`config.mk`:
```
export PLATFORM = sky130hd
export DESIGN_NAME = vc_arbiter
export DESIGN_NICKNAME = d
export VERILOG_FILES = /design/src/rtl/vc_arbiter.sv
export SDC_FILE = /design/constraint.sdc
export NUM_CORES = 1
export LEC_CHECK = 0
export CAP_MARGIN = 20
export CORE_ASPECT_RATIO = 0.8
export CORE_MARGIN = 4
export CORE_UTILIZATION = 40
export DETAILED_ROUTE_END_ITERATION = 8
export GPL_ROUTABILITY_DRIVEN = 0
export PLACE_DENSITY_LB_ADDON = 0.05
export SLEW_MARGIN = 20
export SYNTH_ARGS = -nofsm -noshare
export SYNTH_HDL_FRONTEND = slang
export SYNTH_SLANG_ARGS = --single-unit
```
`constraint.sdc`:
```
create_clock -name clk -period 2.5 [get_ports clk]
set_input_delay 0.5 -clock clk [delete_from_list [all_inputs] [get_ports clk]]
set_output_delay 0.5 -clock clk [all_outputs]
set_load 0.02 [all_outputs]
```
`src/rtl/vc_arbiter.sv`:
```
// rtl/vc_arbiter.sv - four-VC burst arbiter draining FWFT VC FIFOs into one shared output FIFO
// Round-robin with bounded bursts; almost-full pauses arbitration without losing grant or burst position.
module vc_arbiter #(
  parameter int DATA_WIDTH = 6,
  parameter int BURST_MAX  = 4
) (
  input  logic                    clk,
  input  logic                    reset,
  input  logic [3:0]              vc_enable,
  input  logic [3:0]              fifo_empty,
  input  logic [4*DATA_WIDTH-1:0] fifo_data,
  input  logic                    out_almost_full,
  input  logic                    out_almost_empty,
  input  logic                    out_full,
  output logic [3:0]              pop,
  output logic                    push_out,
  output logic [DATA_WIDTH-1:0]   data_out,
  output logic [1:0]              grant_vc,
  output logic                    pause,
  output logic                    error
);

  typedef enum logic [1:0] {IDLE, GRANT, PAUSE} state_t;

  state_t                state_q;
  logic [1:0]            grant_q;
  logic [2:0]            burst_q;
  logic                  push_q;
  logic [DATA_WIDTH-1:0] data_q;
  logic                  error_q;

  logic [3:0]            eligible;
  logic                  grant_ok;
  logic                  pop_en;
  logic [DATA_WIDTH-1:0] pop_word;
  logic [2:0]            rot_sel;
  logic [2:0]            any_sel;
  logic [3:0]            burst_inc;

  // Returns {found, vc}: first eligible VC at offsets 1..span from 'from', modulo 4.
  function automatic logic [2:0] next_elig(input logic [1:0] from, input logic [3:0] elig,
                                           input int span);
    logic [2:0] res;
    logic [1:0] idx;
    res = 3'b000;
    for (int k = 1; k <= 4; k++) begin
      idx = from + 2'(k);
      if (k <= span && !res[2] && elig[idx]) res = {1'b1, idx};
    end
    return res;
  endfunction

  always_comb begin
    eligible  = vc_enable & ~fifo_empty;
    grant_ok  = eligible[grant_q];
    pop_en    = !reset && (state_q == GRANT) && grant_ok && !out_almost_full && !out_full;
    pop       = pop_en ? (4'b0001 << grant_q) : 4'b0000;
    pop_word  = fifo_data[int'(grant_q)*DATA_WIDTH +: DATA_WIDTH];
    rot_sel   = next_elig(grant_q, eligible, 3);
    any_sel   = next_elig(grant_q, eligible, 4);
    burst_inc = {1'b0, burst_q} + 4'd1;
  end

  always_ff @(posedge clk) begin
    if (reset) begin
      state_q <= IDLE;
      grant_q <= 2'd0;
      burst_q <= 3'd0;
      push_q  <= 1'b0;
      data_q  <= '0;
      error_q <= 1'b0;
    end else begin
      push_q <= pop_en;
      if (pop_en) data_q <= pop_word;
      if (push_q && out_full) error_q <= 1'b1;

      // Almost-full wins over everything; grant and burst position freeze until resume.
      if (out_almost_full) begin
        state_q <= PAUSE;
      end else begin
        case (state_q)
          PAUSE: if (out_almost_empty) state_q <= IDLE;
          IDLE: begin
            if (|eligible) begin
              state_q <= GRANT;
              if (!grant_ok) begin
                grant_q <= any_sel[1:0];
                burst_q <= 3'd0;
              end
            end
          end
          GRANT: begin
            if (!(|eligible)) begin
              state_q <= IDLE;
            end else if (pop_en) begin
              if (burst_inc < 4'(BURST_MAX)) begin
                burst_q <= burst_inc[2:0];
              end else begin
                burst_q <= 3'd0;
                if (rot_sel[2]) grant_q <= rot_sel[1:0];
              end
            end else if (!grant_ok) begin
              grant_q <= any_sel[1:0];
              burst_q <= 3'd0;
            end
          end
          default: state_q <= IDLE;
        endcase
      end
    end
  end

  assign push_out = push_q;
  assign data_out = data_q;
  assign grant_vc = grant_q;
  assign pause    = (state_q == PAUSE);
  assign error    = error_q;

endmodule

```
==> results of run 1 <==
## kinds of logic (layout without fill, tap and decap cells)
group / Yosys count / count (layout)
compound gates: 19 / 19
fa+ha+maj: 5 / 5
buf+inv: 9 / 77
flops: 15 / 15
mux: 15 / 15
simple gates: 43 / 43
## cells in the final DEF (no fill, tap or decap), types with 5 or more instances in the layout
master           netlist  layout
clkdlybuf4s50_1        0      38
buf_4                  0      18
dfxtp_1               15      15
nor2_1                12      12
dlygate4sd2_1          0       8
mux4_2                 7       7
mux2i_1                7       7
a21oi_1                6       6
nor2b_1                5       5
ha_1                   5       5
## power by group through the flow
stage	logic [mW]	registers (mW)	clock network, mW
after floorplan	0.0710	0.254	0
after global placement	0.166	0.250	0
after detailed placement	0.170	0.251	0
after CTS	0.175	0.245	0.145
after global routing	0.189	0.246	0.161
final	0.177	0.245	0.145
## how the worst max path moves through the flow
stage               slack [ps]  cells past startpoint       startpoint  endpoint
CTS                         20                      6  out_almost_full    pop[1]
detailed placement        -630                      6    fifo_empty[3]    pop[1]
global route               100                      6    fifo_empty[3]    pop[0]
floorplan                  260                      6    fifo_empty[2]    pop[0]
finish                     130                      6    fifo_empty[3]    pop[0]
global placement          -560                      6    fifo_empty[3]    pop[3]
## layer usage
layer / GRT usage, % / vias up / share of wire (%)
met5: 0 / - / 0
met4: 3.72 / 0 / 1.1
met3: 8.42 / 8 / 10
met2: 32.1 / 63 / 51
met1: 20.8 / 533 / 38
li1: - / 526 / -
## area by class of cell
class | instances | area share [%]
Tap cell | 36 | 2.51
Multi-Input combinational cell | 82 | 42.5
Timing Repair Buffer | 69 | 35.8
Clock inverter | 1 | 0.279
Clock buffer | 3 | 1.25
Sequential cell | 15 | 16.7
Inverter | 4 | 0.975
## flip-flops by register name (all words and copies together), names as in the netlist
name      count
grant_vc      2
state_q       2
burst_q       3
data_out      6
error         1
push_out      1
## worst max-delay path, cell delays in order
cell	delay [ps]
dlygate4sd2_1	260
nand2b_4	160
mux4_2	500
nor2b_4	180
and2_4	160
buf_6	110
## stage by stage
step / area, sq um / cells / power (mW)
global placement: 1690 / 203 / 0.416
CTS: 1780 / 209 / 0.565
finish: 1800 / 210 / 0.567
floorplan: 1080 / 106 / 0.325
global route: 1800 / 210 / 0.596
detailed placement: 1690 / 203 / 0.420
## repair_timing
| action | in CTS | in global routing |
|---|---|---|
| gates resized for setup | 42 | 2 |
| gates cloned | 0 | 0 |
| endpoints found under the setup margin | 4 | 4 |
| pin swaps | 1 | 1 |
| setup buffers | 2 | 1 |
==> results by group, run 1 <==
Synthesis
  • Sequential share of the synthesized area: between 20 and 30%
  • Post-Syn Area: around 1100 sq um
  • Compound-cell area share of the yosys netlist: between 10 and 15%
  • Synth area leader: dfxtp_1
  • Mux contribution to synthesized area: 23.6%
  • FFs w/ async S/R, synth: 0%
  • Syn nets: between 100 and 150
  • Post-Synthesis Cells: approximately 110
  • Synth warn: 0
  • Simple-gate share of the synthesized area: between 20% and 30%
  • Adder-cell share of the synthesized area: 5.81%
  • Synth cell count leaders: 15 x dfxtp_1, 12 x nor2_1, 7 x mux2i_1, 7 x mux4_2, 6 x a21oi_1
  • Synth top area share: 27.9%
  • Post-synth EDFFs: 0
  • Dominant combinational cell family by area after synthesis: simple AND/OR/NAND/NOR gates
  • Ys flop type: dfxtp_1
  • Cell variety after synth: 36
  • Synth top area cells: dfxtp_1 28%, mux4_2 15%, mux2i_1 6.5%
  • Seq cells post-synth: 15
  • Syn Area/Cell: approximately 10 sq um
  • Most frequent cell after synthesis: dfxtp_1
  • Xor/xnor cell area share of the yosys netlist: 0%

Drt
  • Vias per cell: ~5.4
  • Drt wl/cell: 14.7 um
  • Remaining DRCs: 0
  • DR vias: 1130
  • Initial DRC Count: 38
  • DRT antenna net count: 0
  • WL final: 3090 um
  • Drt first pass iters: 4

Pwr
  • Power share of the combinational group: just over 30%
  • Int Power: 410 uW
  • Worst vdd ir: 201 uV
  • Sw Ratio: ~28%
  • Cell Pwr Density: between 300 and 400 nW/um^2
  • Psw: roughly 160 uW
  • Pleak: 0.722 nW
  • Clock share of power: approximately a quarter
  • Reg power frac: 43.2%

Floorplanning
  • Number of core rows: 16
  • Core area: ~2500 sq um
  • # IOs: 52
  • Die Area: approximately 3600 sq um
  • Die height: around 54 um
  • Die width: 66.0 um
  • Initial Utilization: between 40 and 50%

Cells and area
  • # fillers: about 210
  • ANT cells: 0
  • Layout Nets: roughly 220
  • Area Overhead vs Synth: 67.0%
  • Final core occ: 71.8%
  • Area of the multi-input gates: 763 sq um
  • Share of cells above drive strength 1: 27.6%
  • FF/Latch Area: 300 sq um

STA
  • Clk_skew: 0.403 ps
  • Worst Tran Pin Value: 349 ps
  • Final min period: between 2000 and 2500 ps
  • Setup-failing EPs final: 0
  • Maximum clock frequency: ~420 MHz
  • Final hold slack: around 460 ps
  • Final Hold Fails: 0
  • Worst rel slew slack: 76.4%
  • Unrepaired setup endpoints after global routing: no
  • Setup TNS: 0 ps
  • Final period utilization: 94.8%
  • Slew Viols, Final: 0
  • Setup slack after layout: approximately 130 ps

Clock tree
  • CTS tree: yes
  • H-tree depth: 1
  • Clock Latency Late Sink: around 290 ps
  • Root buf cell: clkbuf_4
  • Max clock buf depth: 2
  • CTS hold repair buffers: 0
  • Cts bufs inserted: 3
  • Clock Sinks: 15
  • CTS clk-pin slew, worst paths: about 90 ps

Worst hold path
  • Worst hold path class: in -> reg
  • Min-delay src: out_almost_full
  • Worst Hold End: state_q[1]
  • Hold path cells: 3

Global route
  • First-pass GRT wire length: ~4900 um
  • Pin count of the biggest net entering global routing: 17
  • GRT Util Overall: a little under a fifth
  • Vias in the first global route: ~1100
  • GRT Residual Overflow: 0
  • Initial antenna violation count: 0

Critical path
  • Endpoint type of the worst setup path: output port
  • R2r endpoint: data_out[5]
  • Startpoint Class: primary input
  • CP Class: in -> out
  • Reg-to-reg setup timing slack: just under 600 ps
  • Arr. time, crit path: 1870 ps
  • CP Max Fanout: 5
  • R2R Path Start: state_q[1]
  • Reg2reg path depth: 8
  • Crit path required time: 2000 ps

Placed design
  • Placement Setup Slack: -628 ps
  • Dpl hpwl: 2500 um
  • Port Buffers: 51

Job
  • Max capacitance violation total: 0

Outcome
  • Status: finished, final reports clean
No activity file was read; power rests on OpenSTA's default activity.
==> run 2, diff against run 1 <==
--- a/config.mk
+++ b/config.mk
@@ -6,7 +6,7 @@
 export NUM_CORES = 1
 export LEC_CHECK = 0
 export CAP_MARGIN = 20
-export CORE_ASPECT_RATIO = 0.8
+export CORE_ASPECT_RATIO = 0.6
 export CORE_MARGIN = 4
 export CORE_UTILIZATION = 40
 export DETAILED_ROUTE_END_ITERATION = 8
==> results by group, run 2 (synthesis results as in run 1) <==
Cells and area
  • Max reg flops: 6 (unchanged)
  • Area Overhead vs Synth: 68.1%
  • Most frequent cells in the layout: 38 x clkdlybuf4s50_1, 18 x buf_4, 15 x dfxtp_1, 12 x nor2_1, 8 x dlygate4sd2_1
  • # fillers: 194 (-7.2%)
  • Commonest non-fill, non-tap cell in the layout: clkdlybuf4s50_1
  • Share of cells above drive strength 1: 27.0% (-0.57 points)
  • ANT cells: 0 (unchanged)
  • Final Cell Area: 1810 sq um (+0.70%)
  • FF/Latch Area: 300 sq um (unchanged)
  • Layout Nets: 217 (unchanged)
  • Area of the multi-input gates: 763 sq um (unchanged)

STA
  • Worst Tran Pin Value: 395 ps (+46.2 ps)
  • Setup-failing EPs final: 0 (unchanged)
  • Final Hold Fails: 0 (unchanged)
  • Final min period: 2430 ps (+58.1 ps)
  • Final hold slack: 481 ps (+18.2 ps)
  • Unrepaired setup endpoints after global routing: no
  • Maximum clock frequency: 412 MHz (-2.4%)
  • Worst rel slew slack: 73.3% (-3.1 points)
  • Clk_skew: 2.02 ps (+1.61 ps)
  • Slew Viols, Final: 0 (unchanged)
  • Final period utilization: 97.1% (+2.3 points)

Clock tree
  • Root buf cell: clkbuf_8
  • CTS hold repair buffers: 0 (unchanged)
  • Clock Sinks: 15 (unchanged)
  • CTS tree: yes
  • CTS clk-pin slew, worst paths: 60 ps (-30 ps)
  • H-tree depth: 1 (unchanged)
  • Max clock buf depth: 2 (unchanged)
  • Clock Latency Late Sink: 240 ps (-50 ps)
  • Cts bufs inserted: 3 (unchanged)

Floorplanning
  • Core area: 2540 sq um (+1.5%)
  • Number of core rows: 14 (-2)
  • # IOs: 52 (unchanged)
  • Die Area: 3610 sq um (+0.62%)
  • Die height: 48.2 um (-11%)
  • Initial Utilization: 42.4% (-0.64 points)
  • Die width: 75.0 um (+14%)

Critical path
  • Crit path required time: 2000 ps (about the same)
  • Arr. time, crit path: 1930 ps (+60 ps)
  • Endpoint type of the worst setup path: output port
  • CP Class: in -> out
  • Reg-to-reg setup timing slack: 490 ps (-100 ps)
  • Startpoint Class: primary input
  • CP Max Fanout: 5 (unchanged)

Pwr
  • Worst vdd ir: 256 uV (+27%)
  • Reg power frac: 39.7% (-3.5 points)
  • Sw Ratio: 24.9% (-2.8 points)
  • Total power: 618 uW (+9.0%)
  • Psw: 154 uW (-1.9%)
  • Cell Pwr Density: 342 nW/um^2 (+8.2%)
  • Power share of the combinational group: 28.9% (-2.3 points)
  • Clock share of power: 31.3% (+5.8 points)
  • Int Power: 464 uW (+13%)
  • Pleak: 0.726 nW (+0.61%)

Drt
  • Vias per cell: 5.25 (-2.4%)
  • WL final: 3210 um (+3.9%)
  • Drt first pass iters: 4 (unchanged)
  • Remaining DRCs: 0 (unchanged)
  • Initial DRC Count: 32 (-16%)
  • Drt wl/cell: 15.6 um (+5.9%)
  • DR vias: 1082 (-4.2%)
  • DRT antenna net count: 0 (unchanged)

Placed design
  • Placed inst area: 1680 sq um (-0.74%)
  • Dpl hpwl: 2480 um (-1.0%)
  • Port Buffers: 51 (unchanged)

Global route
  • Vias in the first global route: 1124 (+2.0%)
  • Initial antenna violation count: 0 (unchanged)
  • GRT Residual Overflow: 0 (unchanged)
  • Pin count of the biggest net entering global routing: 17 (unchanged)
  • First-pass GRT wire length: 5080 um (+3.2%)
  • GRT Util Overall: 19.7% (+1.4 points)

Worst hold path
  • Worst hold path class: reg -> reg

Outcome
  • Status: finished, final reports clean

Job
  • Max capacitance violation total: 0 (unchanged)
[run 2: cell types whose count changed in the layout (fill, tap and decap cells not counted), sizes merged]
cell / before / now
clkinv: 1 / 0
clkbuf: 3 / 4
[run 2: repair_timing]
item / 4_1_cts / 5_1_grt
setup buffers: 3 / 1
pin swaps: 2 / 3
hold endpoints to repair: 0 / 0
resized for setup: 43 / 1
endpoints found under the setup margin: 4 / 4
[run 2: per-stage QoR]
stage / std cells / utilization, % / TNS (ps) / worst slack, ps
5_1_grt: 206 / 71.2 / 0 / 39.1
4_1_cts: 205 / 70.8 / 0 / 10.1
2_1_floorplan: 106 / - / 0 / 263
3_3_place_gp: 198 / 66.2 / -2380 / -597
3_5_place_dp: 198 / 66.2 / -2410 / -607
6_report: 206 / 71.2 / 0 / 73.1
[run 2: metal layers]
layer	track usage (%)	routed length, um
met5	0	0
met4	1.06	4
met3	6.79	283
met2	34.9	1540
met1	24.8	1380
[run 2: final cells by class]
| type | instances | share of cell area (%) |
|---|---|---|
| inverter | 4 | 0.968 |
| timing repair buffer | 69 | 35.5 |
| clock buffer | 4 | 2.49 |
| multi-input combinational | 82 | 42.2 |
| tap | 32 | 2.21 |
| sequential | 15 | 16.6 |
[run 2: path summary, 6_finish.rpt]
path | endpoint | cells after the start | startpoint
setup reg to reg | data_out[5] | 8 | grant_vc[1]
hold / removal | error | 2 | error
setup / recovery | pop[1] | 6 | fifo_empty[0]
hold reg to reg | error | 2 | error
[run 2: power by group through the flow]
stage | combinational (mW) | sequential (mW) | clock, mW
after floorplan | 0.0710 | 0.254 | 0
after global placement | 0.166 | 0.250 | 0
after detailed placement | 0.171 | 0.251 | 0
after CTS | 0.178 | 0.246 | 0.200
after global routing | 0.192 | 0.246 | 0.209
final | 0.179 | 0.246 | 0.194
[run 2: critical path, cell delays in order]
cell and delay (ps):
dlygate4sd2_1 260, nand2b_4 150, mux4_2 540, nor2b_4 200, and2_4 170, buf_6 110
